### src/rtl/hex_display_driver.sv
// hex_display_driver: registers a 32-bit word onto eight active-low seven-segment digits with
// leading-zero blanking, changed-digit blinking and an optional hold (enabled by HEXDRV_FREEZE_EN).
module hex_display_driver #(
  parameter int unsigned BLINK_CYCLES  = 25000000,
  parameter int unsigned FLASH_TOGGLES = 6
) (
  input  logic        Clock,
  input  logic        Reset,
  input  logic [31:0] HexDisplay32Bits,
  input  logic [4:0]  Display_Select,
  input  logic        Freeze,
  input  logic        Blank_Leading,
  output logic [6:0]  HEX0,
  output logic [6:0]  HEX1,
  output logic [6:0]  HEX2,
  output logic [6:0]  HEX3,
  output logic [6:0]  HEX4,
  output logic [6:0]  HEX5,
  output logic [6:0]  HEX6,
  output logic [6:0]  HEX7,
  output logic        Display_Changed,
  output logic        Frozen
);

  localparam int unsigned BC_W = (BLINK_CYCLES > 1) ? $clog2(BLINK_CYCLES) : 1;
  localparam int unsigned TC_W = $clog2(FLASH_TOGGLES + 1);
  localparam logic [6:0] SEG_BLANK = 7'h7F;

  typedef enum logic [1:0] {IDLE, FLASH, FROZEN} state_t;

  state_t            state, state_next;
  logic [31:0]       shown, shown_next;
  logic [4:0]        prev_select, prev_select_next;
  logic [7:0]        mask, mask_next;
  logic              phase, phase_next;
  logic [BC_W-1:0]   blink_count, blink_next;
  logic [TC_W-1:0]   toggle_count, toggle_next;
  logic              changed_next;
  logic [7:0][6:0]   hex_q, hex_next;
  logic [7:0]        diff;
  logic              sel_same;
  logic              freeze_edge;

  function automatic logic [6:0] seg7(input logic [3:0] v);
    case (v)
      4'h0: seg7 = 7'h40;
      4'h1: seg7 = 7'h79;
      4'h2: seg7 = 7'h24;
      4'h3: seg7 = 7'h30;
      4'h4: seg7 = 7'h19;
      4'h5: seg7 = 7'h12;
      4'h6: seg7 = 7'h02;
      4'h7: seg7 = 7'h78;
      4'h8: seg7 = 7'h00;
      4'h9: seg7 = 7'h10;
      4'hA: seg7 = 7'h08;
      4'hB: seg7 = 7'h03;
      4'hC: seg7 = 7'h46;
      4'hD: seg7 = 7'h21;
      4'hE: seg7 = 7'h06;
      default: seg7 = 7'h0E;
    endcase
  endfunction

`ifdef HEXDRV_FREEZE_EN
  logic freeze_q;

  // Freeze level history for rising-edge detection
  always_ff @(posedge Clock) begin
    if (Reset) freeze_q <= 1'b0;
    else       freeze_q <= Freeze;
  end

  assign freeze_edge = Freeze & ~freeze_q;
`else
  logic unused_freeze;
  assign unused_freeze = Freeze;
  assign freeze_edge   = 1'b0;
`endif

  // State and datapath registers
  always_ff @(posedge Clock) begin
    if (Reset) begin
      state           <= IDLE;
      shown           <= '0;
      prev_select     <= '0;
      mask            <= '0;
      phase           <= 1'b0;
      blink_count     <= '0;
      toggle_count    <= '0;
      hex_q           <= {8{SEG_BLANK}};
      Display_Changed <= 1'b0;
      Frozen          <= 1'b0;
    end else begin
      state           <= state_next;
      shown           <= shown_next;
      prev_select     <= prev_select_next;
      mask            <= mask_next;
      phase           <= phase_next;
      blink_count     <= blink_next;
      toggle_count    <= toggle_next;
      hex_q           <= hex_next;
      Display_Changed <= changed_next;
      Frozen          <= (state_next == FROZEN);
    end
  end

  // Next-state: value/view change detection, blink timing, hold
  always_comb begin
    state_next       = state;
    shown_next       = shown;
    prev_select_next = prev_select;
    mask_next        = mask;
    phase_next       = phase;
    blink_next       = blink_count;
    toggle_next      = toggle_count;
    changed_next     = 1'b0;
    diff             = '0;
    for (int n = 0; n < 8; n++) begin
      diff[n] = |(HexDisplay32Bits[4*n +: 4] ^ shown[4*n +: 4]);
    end
    sel_same = (Display_Select == prev_select);

    case (state)
      IDLE, FLASH: begin
        shown_next       = HexDisplay32Bits;
        prev_select_next = Display_Select;
        if (freeze_edge) begin
          state_next  = FROZEN;
          mask_next   = '0;
          phase_next  = 1'b0;
          blink_next  = '0;
          toggle_next = '0;
        end else if (!sel_same) begin
          state_next  = IDLE;
          mask_next   = '0;
          phase_next  = 1'b0;
          blink_next  = '0;
          toggle_next = '0;
        end else if (|diff) begin
          // A flash already running accumulates the newly changed digits
          state_next   = FLASH;
          mask_next    = (state == FLASH) ? (mask | diff) : diff;
          phase_next   = 1'b0;
          blink_next   = '0;
          toggle_next  = '0;
          changed_next = 1'b1;
        end else if (state == FLASH) begin
          if (blink_count == BC_W'(BLINK_CYCLES - 1)) begin
            blink_next = '0;
            if (toggle_count == TC_W'(FLASH_TOGGLES - 1)) begin
              state_next  = IDLE;
              mask_next   = '0;
              phase_next  = 1'b0;
              toggle_next = '0;
            end else begin
              phase_next  = ~phase;
              toggle_next = toggle_count + TC_W'(1);
            end
          end else begin
            blink_next = blink_count + BC_W'(1);
          end
        end
      end
      FROZEN: begin
        if (freeze_edge) begin
          state_next       = IDLE;
          shown_next       = HexDisplay32Bits;
          prev_select_next = Display_Select;
        end
      end
      default: state_next = IDLE;
    endcase
  end

  // Digit decode with leading-zero and blink blanking
  always_comb begin
    hex_next = {8{SEG_BLANK}};
    for (int n = 0; n < 8; n++) begin
      if ((Blank_Leading && (n != 0) && ((shown >> (4 * n)) == 32'd0)) || (phase && mask[n]))
        hex_next[n] = SEG_BLANK;
      else
        hex_next[n] = seg7(shown[4*n +: 4]);
    end
  end

  assign HEX0 = hex_q[0];
  assign HEX1 = hex_q[1];
  assign HEX2 = hex_q[2];
  assign HEX3 = hex_q[3];
  assign HEX4 = hex_q[4];
  assign HEX5 = hex_q[5];
  assign HEX6 = hex_q[6];
  assign HEX7 = hex_q[7];

endmodule
### config.mk
export PLATFORM = sky130hd
export DESIGN_NAME = hex_display_driver
export DESIGN_NICKNAME = d
export VERILOG_FILES = /design/src/rtl/hex_display_driver.sv
export SDC_FILE = /design/constraint.sdc
export NUM_CORES = 1
export LEC_CHECK = 0
export ABC_CLOCK_PERIOD_IN_PS = 3000
export CORE_MARGIN = 10
export CORE_UTILIZATION = 55
export CTS_CLUSTER_DIAMETER = 40
export CTS_CLUSTER_SIZE = 30
export DETAILED_ROUTE_END_ITERATION = 7
export HOLD_SLACK_MARGIN = 0.12
export PLACE_DENSITY_LB_ADDON = 0.2
export RECOVER_POWER = 100
export SYNTH_ARGS = -nofsm -noshare
export SYNTH_HDL_FRONTEND = slang
export SYNTH_SLANG_ARGS = --single-unit
### constraint.sdc
create_clock -name Clock -period 3 [get_ports Clock]
set_input_delay 0.6 -clock Clock [delete_from_list [all_inputs] [get_ports Clock]]
set_output_delay 0.6 -clock Clock [all_outputs]
set_load 0.02 [all_outputs]
After elaboration in Yosys (flattened, before gate mapping)
Memories as Yosys holds them, arrays and structs flattened. A register that Yosys moved wholly into a read port is not among the register bits. Cells that the tools add are included.

Memory bits (read-only): 896. Bits in registers: 78. Word-level logic and storage cells: 119. Memories kept: 8. Output and inout bits: 58. Input bits: 41. Latch bits: 0. Memory bits (writable): 0.

Memory list: (name not given) (depth 16, bits a word 7, rd ports 1, clocked after Yosys merged registers in 1, write ports 0, line 45) `case (v)`; (name not given) (depth 16, bits a word 7, rd ports 1, clocked after Yosys merged registers in 1, write ports 0, line 45); (name not given) (depth 16, bits a word 7, rd ports 1, clocked after Yosys merged registers in 1, write ports 0, line 45); (name not given) (depth 16, bits a word 7, rd ports 1, clocked after Yosys merged registers in 1, write ports 0, line 45); (name not given) (depth 16, bits a word 7, rd ports 1, clocked after Yosys merged registers in 1, write ports 0, line 45); (name not given) (depth 16, bits a word 7, rd ports 1, clocked after Yosys merged registers in 1, write ports 0, line 45); 2 more memories.

Shift-type cells: 0. Div/mod/pow operators: 0. Muxes and demuxes: 27. Magnitude comparators: 0. Equal/unequal tests: 9. Bitwise gates (word level): 12. $add $sub $neg: 2. Multiply operators: 0. Reductions and logical operators: 52.

Operators with widths (number): 32-bit zero test (7); 25-bit two-way mux (4); 8-bit two-way mux (6); 32-bit OR reduction (1); 4-bit OR reduction (8); 4-bit XOR (8); 25-bit by 1-bit adder with 25-bit output (second input constant) (1); 25-bit == test (second input constant) (1); 2-bit OR reduction (9); 1-bit logical AND (15); 3-bit two-way mux (5); 2-bit two-way mux (5); 3-bit by 1-bit inequality test with 1-bit output (second input constant) (3); 8-bit OR (1); 1-bit logical OR (7); 1-bit two-way mux (6); 5-bit == test (1); 2-bit == test (second input constant) (2); 2-bit one-hot mux with 2 select lines (1); 4-bit AND reduction (1); 3-bit by 1-bit adder with 3-bit output (second input constant) (1); 3-bit == test (second input constant) (1); 1-bit inverter (3); 3-bit AND reduction (1); other kinds (4) (4).

Longest topological paths before layout
Gate-level depths: netlist (run 1).

Word-level depth: 8. Mapped depth: 10. Mapped depth without buffers: 9.

Worst setup path before layout (run 1)
Ideal clock, no wire load.

Path type: in2reg. Start point: input port HexDisplay32Bits[21]. End point: register blink_count[14]. Stages: 9. Data required time: 2926 ps. Arrival time: 2244 ps. Library setup time: 74 ps. Setup slack: 682 ps. Path buffers: 2. Cells stage by stage: xor2_1 nor4_1 nand4_2 nor4_4 buf_6 buf_8 nor3_1 nand3b_1 a31oi_1.

Cells in the longest elaborated chain, start to end: 4. Elaborated cells between the ends (all ways): 6. Those cells by class: eq/ne: 1; mux: 2; bitwise: 1; reduce/logical: 2.

Ends and longest elaborated chain: start: declaration (line 9) `input logic [31:0] HexDisplay32Bits,`; 4-bit XOR (*) (line 120) `diff[n] = |(HexDisplay32Bits[4*n +: 4] ^ shown[4*n +: 4]);`; 32-bit OR reduction (*) (line 140) `end else if (|diff) begin`; 3-bit by 1-bit inequality test with 1-bit output (no source line) / 25-bit two-way mux (equally long branches); 2-bit AND reduction (no source line) / 25-bit two-way mux (equally long branches); end signal: assignment (line 100) `blink_count <= blink_next;`; end: declaration (line 36) `logic [BC_W-1:0] blink_count, blink_next;`.

Mark *: on every way between the ends. The rest lies on a longest branch, timed or not. A chain may end at the register's enable or synchronous reset.

Worst setup path after layout (run 1)
Start point: input port HexDisplay32Bits[25]. End point: register mask[0].

Cells in the longest elaborated chain, start to end: 4. Elaborated cells between the ends (all ways): 8. Those cells by class: eq/ne: 3; mux: 2; bitwise: 1; reduce/logical: 2.

Ends and longest elaborated chain: 4-bit XOR (*) (line 120); 32-bit OR reduction (*) (line 140); 3-bit by 1-bit inequality test with 1-bit output (no source line) / 8-bit two-way mux (equally long branches); 4-bit AND reduction (no source line) / 8-bit two-way mux (equally long branches); end signal: assignment (line 98) `mask <= mask_next;`; end: declaration (line 34) `logic [7:0] mask, mask_next;`.

Marked as above.

==> results summary, run 1 <==
The run finished with clean final reports. The maximum clock path buffer count is 2. The largest fanout on the critical path came out at 6. The total clock buffers created by CTS came out at 17. For this run, the number of standard cells in the final layout without fillers is 1052.

The number of optimization iterations in the first detailed-route pass came out at 5. The worst register-to-register path begins at state[1]. The horizontal die dimension is 133 µm.

The number of synthesis warnings came out at 0. The number of global-route vias before repair came out at 5933. The number of fill cells is around 980. The actual slew at the worst max-slew pin is 1340 ps.

The library cell used most frequently in the layout, excluding fill and tap cells, is dfxtp_1. Synthesis inferred 134 register bits. Cells with a size suffix above 1 make up 7.84% of the layout.

Of the total synthesized cell area, the portion taken by AND, OR, NAND and NOR gates is 20.2%. The category of the critical setup timing path is primary input to flip-flop. Clock-pin slew was measured on the worst setup and hold paths at 60 ps. The quantity of gates resized following cts is 0. The cell area after synthesis is around 0.007 mm².

The number of flops mapped to enable cells by yosys came out at 0. The die outline area came out at 0.0177 mm². The adder-cell share of the synthesized area came out at 8.75%.

dfxtp_1 takes more of the synthesized area than any other cell. The count of cells along the worst register-to-register path came out at 5. Entering global routing, the biggest net connects 32 pins.

The total area inside the core boundary comes to 0.0126 mm². Measured against the total synthesized area, the mux share comes to under 10%. The insertion delay of the later-clocked pin in the worst-skew pair is 420 ps.

In this run the most critical hold path is launched from mask[4]. The sum of overflow across all layers after global routing is 0. CTS saw 134 sinks. The kind of start point of the critical path is a primary input. The worst-case register-to-register setup slack came out at 260 ps. The tool flagged a number of max-cap violations equal to 0.

The sequential share of the synthesized area came out at between 30% and 40%. The synthesized netlist devotes 6.87% of its cell area to XOR and XNOR gates. The final-layout setup total negative slack is 0 ps. The path class of the tightest hold or removal check is flip-flop to flip-flop.

For this run, global-route usage on met2 was measured as approximately 32%. Leaving out fill and tap cells, the most frequent cells in the layout are dfxtp_1 (134), nor2_1 (97), dlygate4sd3_1 (58). The DRC violation count after routing is 0. The number of port buffers came out at 97. In the synthesized netlist, the number of instances is 765. The clock period minus final worst setup slack came out at 2750 ps. The area added between synthesis and finish came out at 25.0%.

The H-tree depth came out at 4. The worst slew margin relative to its limit came out at 10.7%. TritonCTS built the clock tree.

The estimated wirelength of the detail-placed design is 12200 µm. The initial antenna violation count is 0. The top-level port count came out at 99. In the synthesized netlist the dominant register cell turns out to be dfxtp_1.

The diode insertion count for antenna repair came out at 0. The number of hold buffers added after cts came out at 0. The aggregate routed wire length came out at roughly 17000 µm. The post-synthesis net count is 855. Following the worst setup path forward leads to its endpoint at mask[0]. Setup repair after global routing left no endpoint under its margin. At the end of the flow, the number of nets in the layout was 957. The number of max-slew violations in the final report came to 0. The initial detailed-routing violation count came out at 399. The average instance in the mapped netlist occupies 9.16 µm².

The vertical die dimension came out at 133 µm. The number of rows created at floorplan came out at 41. By area the synthesized netlist is led by dfxtp_1 (38%), ha_1 (8.8%), mux2i_1 (6.3%). For this configuration, the core starts out at a cell density of 55.7%. The peak ir drop on the vdd network came out at roughly 310 µV. The count of endpoints failing setup in the final report came out at 0. The share of the synthesized area in compound gates (AO/OA/AOI/OAI) is 13.9%. The hold violation total from the final report is 0. The upper clock frequency limit came out at 364 MHz. The final standard cell utilization of the core is 69.7%.

The global-route usage over all layers is 19.0%. The post-synthesis async set-or-reset flop share is 0%. The launching element of the worst setup path is HexDisplay32Bits[25]. The wire length of the first global-routing pass came out at 28300 µm. In the global route stage, met1 resource usage came out at 22.2%. STA classifies the critical path endpoint as a flip-flop.

The final worst clock skew is 6.45 ps. The layer flagged by global routing as most heavily used is met2. The required time at the endpoint of the critical path is 3350 ps. The cell leakage power came out at 3.26 nW.

The area share of the leading cell type in the synthesized netlist came out at between 30% and 40%. The global-route met3 utilization is 4.88%. The cell total after placement came out at 1020.

The power per standard cell area came out at around 540 mW/mm². The wire length per cell came out at 16.1 µm. Data on the critical path arrives at its endpoint at just over 3000 ps. The via count normalized by instance count came out at roughly 5.6.

The share of the clock period used by the worst path came out at 91.6%. The vias after detailed routing came out at 5882. The detail route stage leaves a number of antenna-violating nets equal to 0. In this run the critical register-to-register path is captured at blink_count[9]. The main combinational cell family by area after synthesis is simple AND/OR/NAND/NOR gates. The buffer cell driving the clock tree root is clkbuf_16. The number of post-CTS setup repair buffers came out at 0. The count of cell types in the netlist is 58. The global placement routability congestion came out at 0.918.
[cells by family (layout without fill, tap and decap cells)]
kind of cell / Yosys count / in the layout
AOI/OAI and AO/OA: 139 / 139
DFF: 134 / 134
buffers and inverters: 77 / 192
adders and majority gates: 49 / 49
xor gates and xnor gates: 55 / 55
and+or+nand+nor: 265 / 265
muxes: 46 / 46
[how the worst min path moves through the flow]
stage,end,slack (ps),depth (start not counted)
2_1_floorplan,mask[0],450,1
3_3_place_gp,mask[7],470,2
3_5_place_dp,mask[5],480,2
6_report,mask[4],490,1
5_1_grt,mask[6],500,1
4_1_cts,mask[5],490,2
[worst max-delay path, cell delays in order]
cell and delay [ps]:
clkdlybuf4s50_1 460, xor2_1 170, nor4_2 490, nand4_2 270, nor3_2 240, clkbuf_1 220
nor2b_1 220, o21ba_1 270, o2bb2ai_1 150
[flip-flops by register name (all words and copies together), names as in the netlist]
| register | flops |
|---|---|
| shown | 32 |
| blink_count | 25 |
| mask | 8 |
| HEX0 | 7 |
| HEX1 | 7 |
| HEX2 | 7 |
| HEX3 | 7 |
| HEX4 | 7 |
| HEX5 | 7 |
| HEX6 | 7 |
| HEX7 | 7 |
| prev_select | 5 |
| toggle_count | 3 |
| state | 2 |
| Display_Changed | 1 |
| Frozen | 1 |
| phase | 1 |
[per-stage QoR]
stage               hold slack [ps]  instance area (µm²)  power, mW  setup WS (ps)
floorplan                       454                 7010       2.32            682
global placement                469                 8200       2.58          -37.3
detailed placement              475                 8200       2.60          -35.3
CTS                             485                 8820       4.77            286
global route                    499                 8760       4.89           58.8
finish                          485                 8760       4.71            251
[synth_stat cells (4+ instances only)]
cell,count
and2_1,8
nor3_1,10
xor2_1,37
nor2b_1,7
o311ai_0,26
nor4_1,9
o211ai_1,26
nand3b_1,10
nor4_2,5
buf_1,5
a31oi_1,4
a32oi_1,6
inv_1,36
ha_1,49
o21ai_0,30
a211oi_1,5
nand2b_1,12
a21o_1,7
or3_1,9
xnor2_1,18
a21oi_1,18
nand2_1,50
dfxtp_1,134
o2bb2ai_1,5
nor3b_1,6
clkbuf_1,25
mux2i_1,44
nor2_1,97
buf_2,5
nand3_1,13
and3_1,4
[power breakdown]
group	total, mW	internal (mW)	switching, mW
clock	2.17	1.43	0.738
combinational	0.586	0.264	0.321
sequential	1.95	1.88	0.0760
total	4.71	3.57	1.14
[layer usage]
| metal | vias to the layer above | routed length [µm] |
|---|---|---|
| li1 | 2902 | - |
| met1 | 2773 | 7340 |
| met2 | 182 | 8360 |
| met3 | 25 | 974 |
| met4 | 0 | 229 |
| met5 | - | 0 |
[area by class of cell]
cell class / count / area (µm²) / share of cell area, %
well taps: 172 / 215 / 2.46
clock buffers: 23 / 468 / 5.34
inverters: 36 / 135 / 1.54
flip-flops and latches: 134 / 2680 / 30.6
repair buffers: 124 / 1140 / 13.0
multi-input cells: 554 / 3970 / 45.3
clock inverters: 9 / 149 / 1.70
Power figures use the tool's default switching activity.
==> run 2: changes to the inputs <==
--- a/config.mk
+++ b/config.mk
@@ -6,8 +6,7 @@
 export NUM_CORES = 1
 export LEC_CHECK = 0
 export ABC_CLOCK_PERIOD_IN_PS = 3000
-export CORE_MARGIN = 10
-export CORE_UTILIZATION = 55
+export CORE_UTILIZATION = 45
 export CTS_CLUSTER_DIAMETER = 40
 export CTS_CLUSTER_SIZE = 30
 export DETAILED_ROUTE_END_ITERATION = 7
==> run 2 against run 1 <==
  * The run now ends with capacitance limit, slew limit left
  * Combinational power down 2%
  * Critical path depth up 2
  * Clock-buffer cell count down 2
  * Global-route usage up 1.2 points
  * Sequential share of layout area about the same
  * Critical path type unchanged
  * Largest power group unchanged
  * Routed wire length down 8.3%
  * Power down 4.1%
  * Die area down 9.0%
  * Maximum frequency down 1.4%
  * Sequential power about the same
  * Via count down 1.9%
  * Design area down 0.11%
  * Highest routed layer unchanged
==> results summary, run 2 (synthesis results as in run 1) <==
The area used by sequential logic in the layout is 0.00268 mm². The switching power of the nets is 1.12 mW. The net switching fraction of the power came out at 24.8%. The final reports fail on capacitance limit, slew limit. The sum of overflow across all layers after global routing came out at 0. The top-level port count came out at 99. The actual slew at the worst max-slew pin is ~1900 ps. The worst hold path begins at mask[7]. The critical path in this run is classified as primary input to flip-flop.

Summed over all layers, the routed wires come to 15500 µm. The number of optimization iterations in the first detailed-route pass came out at 7. The internal portion of the total power is 3.39 mW.

The run finished, with violations left. The global-route usage over all layers came out at 20.1%. Ranked by flip-flop count, first place goes to shown.

The initial detailed-routing violation count came out at roughly 410. The worst slew margin relative to its limit came out at -29.0%. Clock skew on the completed layout was measured at 11.0 ps. The clock period minus final worst setup slack came out at 2790 ps. The clock sink total came out at 134. TritonCTS built the clock tree. The max-capacitance violation count came out at 1. The most used cell along the critical path is nor4_1.

The global placement routability congestion is 0.884. The count of cells along the worst register-to-register path came out at 9. The number of post-CTS setup repair buffers is 0.

The placeable core region came out at 0.0152 mm². The effective utilization at floorplan came out at 46.1%. At the worst endpoint, the arrival time is 3000 ps. The initial antenna violation count was 0. The number of hold buffers added after cts came out at 0. The wire length of the first global-routing pass came out at ~26000 µm. The most common library cell in the layout ignoring fill and taps is dfxtp_1. The wire length per cell came out at 14.5 µm. The element type at the critical path end is a flip-flop. The required time at the endpoint of the critical path came out at 3210 ps. Walking the worst path, the cells encountered are clkdlybuf4s50_1, xor2_1, nor4_1, clkbuf_1, nand4_2, nor4_1, buf_4, clkbuf_2, nor2_1, nand3_1, a21oi_1. The diode insertion count for antenna repair came out at 0. In this run the worst setup path begins at HexDisplay32Bits[19]. Counting the buffers created by CTS gives 17. The net count of the finished layout is 960. The number of global-route vias before repair was 5698. The quantity of gates resized following cts is 0. The hold violation total from the final report is 0. The worst-case hold slack is approximately 470 ps. The hold path depth is 2.

The filler cells instantiated in the layout total around 1300. The die outline area is ~0.016 mm². The count of endpoints failing setup in the final report came out at 0. The peak ir drop on the vdd network is 385 µV. Of the available clock period, the critical path in the final layout requires 92.9%. The die is 127 µm wide. In the routed layout, each cell is associated on average with a via count of approximately 5.4. In this run the deepest clock path goes through 2 buffers. Setup repair after global routing left no endpoint under its margin.

The H-tree generated during clock tree synthesis spans 4 levels. Relative to the synthesized area, the layout overhead comes to 24.9%. In the final timing run, aggregate negative setup slack is 0 ps. The share of total power in sequential cells is 43.2%. Along the worst path, the maximum fanout reaches 6. In the final layout, the registers with the most flip-flops are shown: 32 flops, blink_count: 25 flops, mask: 8 flops. The number of rows created at floorplan is 45. The insertion delay of the later-clocked pin in the worst-skew pair came out at 420 ps.

The largest individual stage delay along the critical path comes from the cell clkdlybuf4s50_1. The proportion of power drawn by combinational gates came out at roughly 13%. The clock input transition at the sequential cells of the worst setup and hold paths is roughly 50 ps.

The number of max-slew violations in the final report is 43. The worst setup path is launched from a primary input. Leaving out fill and tap cells, the most frequent cells in the layout are dfxtp_1 (134), nor2_1 (97), dlygate4sd3_1 (58). The vias after detailed routing is 5769. For this run, the top clock speed supported by timing is 359 MHz. Entering global routing, the biggest net connects 43 pins.

The remaining antenna violation count after routing is 0. After detailed routing, the number of remaining DRC violations is 0. The area used by multi-input combinational logic came out at 0.00394 mm². In this run the vertical extent of the chip is 127 µm. The tightest min-delay check is of the flip-flop to flip-flop type. The count of buffers added on input and output ports is 97. The estimated wirelength of the detail-placed design is 11300 µm.

The beginning of the worst register-to-register path is shown[28]. The tree is rooted in a clkbuf_16. For this design the ratio of total power to cell area is 516 mW/mm². The number of flip-flops under the largest register name came out at 32. The cell leakage power is 3.27 nW. The fraction of layout instances using a drive strength above 1 came out at 8.16%. The clock network power share came out at between 40% and 50%. On the worst path, the slowest cell contributes a delay of approximately 460 ps.
==> run 2: power by group through the flow <==
stage	registers, mW	logic, mW	clock network [mW]
2_1_floorplan	2.04	0.275	0
3_3_place_gp	1.98	0.588	0
3_5_place_dp	1.99	0.601	0
4_1_cts	1.95	0.606	2.04
5_1_grt	1.96	0.631	2.13
6_report	1.95	0.574	1.99
==> run 2: critical path: cells and delay by family <==
family / cells / cell delay (ps)
AOI/OAI and AO/OA: 1 / 70
buffers and inverters: 4 / 1060
xor gates and xnor gates: 1 / 160
and+or+nand+nor: 5 / 1090
==> run 2: area by class of cell <==
| type | instances | area share [%] |
|---|---|---|
| tap | 188 | 2.69 |
| multi-input combinational | 554 | 45.1 |
| sequential | 134 | 30.7 |
| timing repair buffer | 127 | 13.6 |
| clock buffer | 21 | 5.26 |
| clock inverter | 10 | 1.20 |
| inverter | 36 | 1.54 |
==> run 2: layer usage <==
metal / vias to the layer above / share of wire (%) / global-route usage (%)
met2: 134 / 47 / 33.2
met1: 2702 / 46 / 25.4
li1: 2904 / - / -
met3: 29 / 4.6 / 4.85
met4: 0 / 1.9 / 7.98
met5: - / 0 / 0
==> run 2: path summary, 6_finish.rpt <==
check | to | slack [ps]
max | blink_count[1] | 210
min | mask[7] | 470
max reg2reg | HEX1[0] | 310
min reg2reg | mask[7] | 470
==> run 2: through the flow <==
| step | utilization (%) | area [µm²] | worst slack (ps) | std cells | power, mW |
|---|---|---|---|---|---|
| finish | 57.5 | 8750 | 213 | 1070 | 4.51 |
| global route | 57.5 | 8750 | 63.4 | 1070 | 4.72 |
| CTS | 58.0 | 8820 | 302 | 1070 | 4.60 |
| detailed placement | 54.3 | 8260 | -58.8 | 1039 | 2.59 |
| global placement | 54.3 | 8260 | -1.28 | 1039 | 2.57 |
| floorplan | - | 7010 | 682 | 765 | 2.32 |
==> run 3: changes to the inputs <==
--- a/config.mk
+++ b/config.mk
@@ -11,7 +11,7 @@
 export CTS_CLUSTER_SIZE = 30
 export DETAILED_ROUTE_END_ITERATION = 7
 export HOLD_SLACK_MARGIN = 0.12
-export PLACE_DENSITY_LB_ADDON = 0.2
+export PLACE_DENSITY = 0.76
 export RECOVER_POWER = 100
 export SYNTH_ARGS = -nofsm -noshare
 export SYNTH_HDL_FRONTEND = slang
==> run 3 against run 2 <==
  * The flow still finishes with violations (capacitance limit, slew limit)
  * Combinational power is 1% higher
  * Critical path depth is 8 lower
  * First-iteration DRC count is 35% lower
  * Largest cell class unchanged
==> results summary, run 3 (synthesis results as in run 1) <==
The vias after detailed routing is between 5000 and 6000. The count of endpoints failing setup in the final report came out at 0. In the final layout, the registers with the most flip-flops are shown: 32 flops, blink_count: 25 flops, mask: 8 flops. The largest incremental delay on the critical path is 1360 ps. The clock input transition at the sequential cells of the worst setup and hold paths is 60 ps.

The actual slew at the worst max-slew pin is about 1600 ps. The worst slew margin relative to its limit came out at -3.84%. The category of the critical setup timing path is flip-flop to flip-flop. TritonCTS built the clock tree. The floorplan has 45 rows. The share of the clock period used by the worst path is 90.0%. The global-route usage over all layers came out at 19.5%. The path class of the tightest hold or removal check is flip-flop to flip-flop. The data arrival time at the worst-slack endpoint came out at 2960 ps. Among all stages on the critical path, the largest delay is contributed by dfxtp_1. The estimated wirelength of the detail-placed design came out at between 10000 and 15000 µm. Across the run, the number of max-cap violations was 1. The buffering stage count on the worst path with inverters included came out at 1. The upper clock frequency limit is ~370 MHz.

After layout, the design draws a total of 5.07 mW. Traced cell by cell, the critical path runs through clkbuf_2, mux2i_1, nor2_1. The initial antenna violation count came out at 0. The number of post-CTS setup repair buffers is 0. The die outline area is 0.0161 mm². In this run the worst setup path terminates at shown[8]. The region available for standard cell placement spans around 0.015 mm². The final-layout setup total negative slack is 0 ps. The horizontal die dimension is 127 µm. The peak ir drop on the vdd network is 449 µV. The initial detailed-routing violation count is approximately 260.

The final reports fail on capacitance limit, slew limit. The aggregate routed wire length came out at ~15000 µm. The count of cells along the worst register-to-register path came out at 3. Tracing the worst setup path back leads to its startpoint at state[1].

The number of max-slew violations in the final report came to 36. The most common library cell in the layout ignoring fill and taps is dfxtp_1. The number of port buffers came out at 97.

The wire length per cell is 13.8 µm. The root buffer cell chosen for the clock tree is clkbuf_16. The top-level port count came out at just under 100. The cell type group with the largest total delay on the critical path is flip-flops. The power per standard cell area is 568 mW/mm². The largest fanout on the critical path came out at 35. The number of optimization iterations in the first detailed-route pass is 5. The DRC violation count after routing came out at 0. The number of clock buffers added by TritonCTS is 17. The die is approximately 130 µm tall. The quantity of gates resized following cts came out at 0. The congestion estimate from routability-driven global placement came to roughly 0.86. Of the cells placed in the final design, the portion with a size suffix greater than 1 is under 10%.

The final net count came out at a little under 1000. The register containing the most flip-flops in the final layout is shown. The element type at the critical path end is a flip-flop. The kind of start point of the critical path is a flip-flop. In this run the static leakage power is 3.35 nW.

The hold violation total from the final report is 0. The insertion delay of the later-clocked pin in the worst-skew pair is ~420 ps. Dividing the detail-routed via count by the number of cells gives between 5 and 6.

The number of flip-flops under the largest register name came out at 32. Entering global routing, the biggest net connects 36 pins. In this run the critical register-to-register path is captured at shown[8].

The diode insertion count for antenna repair came out at 0. The clock sink total is between 100 and 150. In the layout the commonest cells are dfxtp_1 (134), nor2_1 (97), dlygate4sd3_1 (58).

The beginning of the worst register-to-register path is state[1]. The worst-case register-to-register setup slack came out at approximately 300 ps. The clock period minus final worst setup slack came out at 2700 ps. The number of hold buffers added after cts came out at 0. Setup repair after global routing left no endpoint under its margin. The number of global-route vias before repair is 5432. The H-tree depth came out at 4. The flow ran to the end, but the final reports show violations. The effective utilization at floorplan came out at a little under half. The logic depth of the worst setup path including buffers is 3. The final worst clock skew came out at 8.70 ps. The maximum clock path buffer count is 2. The wire length of the first global-routing pass is 25100 µm.

The area added between synthesis and finish is 27.4%. The required time at the endpoint of the critical path came out at 3260 ps. The remaining antenna violation count after routing is 0.

For this run the aggregate overflow at the end of global routing stands at 0.
-- run 3: cell types whose count changed in the layout (fill, tap and decap cells not counted), moves of 3 or more --
cell	previous run	this run
clkinv_2	6	1
buf_4	20	24
bufinv_16	2	8
clkinv_4	0	3
-- run 3: worst min-delay path by stage --
stage	from	endpoint	slack, ps	cells past startpoint
final	mask[5]	mask[5]	480	2
after global routing	mask[0]	mask[0]	500	1
after CTS	mask[5]	mask[5]	480	2
after detailed placement	mask[7]	mask[7]	470	2
after global placement	mask[5]	mask[5]	470	2
after floorplan	mask[0]	mask[0]	450	1
-- run 3: layer usage --
| metal | global-route usage (%) | vias to the layer above | share of wire [%] |
|---|---|---|---|
| li1 | - | 2919 | - |
| met1 | 25.0 | 2660 | 47 |
| met2 | 31.9 | 114 | 47 |
| met3 | 4.34 | 22 | 4.1 |
| met4 | 7.56 | 0 | 1.8 |
| met5 | 0 | - | 0 |
-- run 3: per-stage QoR --
| step | hold slack, ps | instances | setup slack, ps | instance area (µm²) | util (%) |
|---|---|---|---|---|---|
| 5_1_grt | 502 | 1078 | 49.8 | 8930 | 58.7 |
| 3_5_place_dp | 469 | 1046 | 18.3 | 8300 | 54.6 |
| 6_report | 477 | 1078 | 299 | 8930 | 58.7 |
| 2_1_floorplan | 454 | 765 | 682 | 7010 | - |
| 4_1_cts | 482 | 1078 | 325 | 9020 | 59.4 |
| 3_3_place_gp | 466 | 1046 | 25.8 | 8300 | 54.6 |
-- run 3: area by class of cell --
class                           instances  area, µm²
Fill cell                            1336       6270
Multi-Input combinational cell        554       3950
Sequential cell                       134       2680
Timing Repair Buffer                  134       1200
Clock buffer                           20        457
Clock inverter                         12        272
Tap cell                              188        235
Inverter                               36        135
-- run 3: tightest hold or removal path, cell delays in order, from the launching register on --
cell      delay, ps
dfxtp_1         310
nand2b_1         60
o32ai_1          60
-- run 3: where the power goes --
group | internal, mW | leakage, nW | switching (mW)
sequential | 1.88 | 1.11 | 0.0663
combinational | 0.269 | 1.89 | 0.312
clock | 1.77 | 0.354 | 0.779
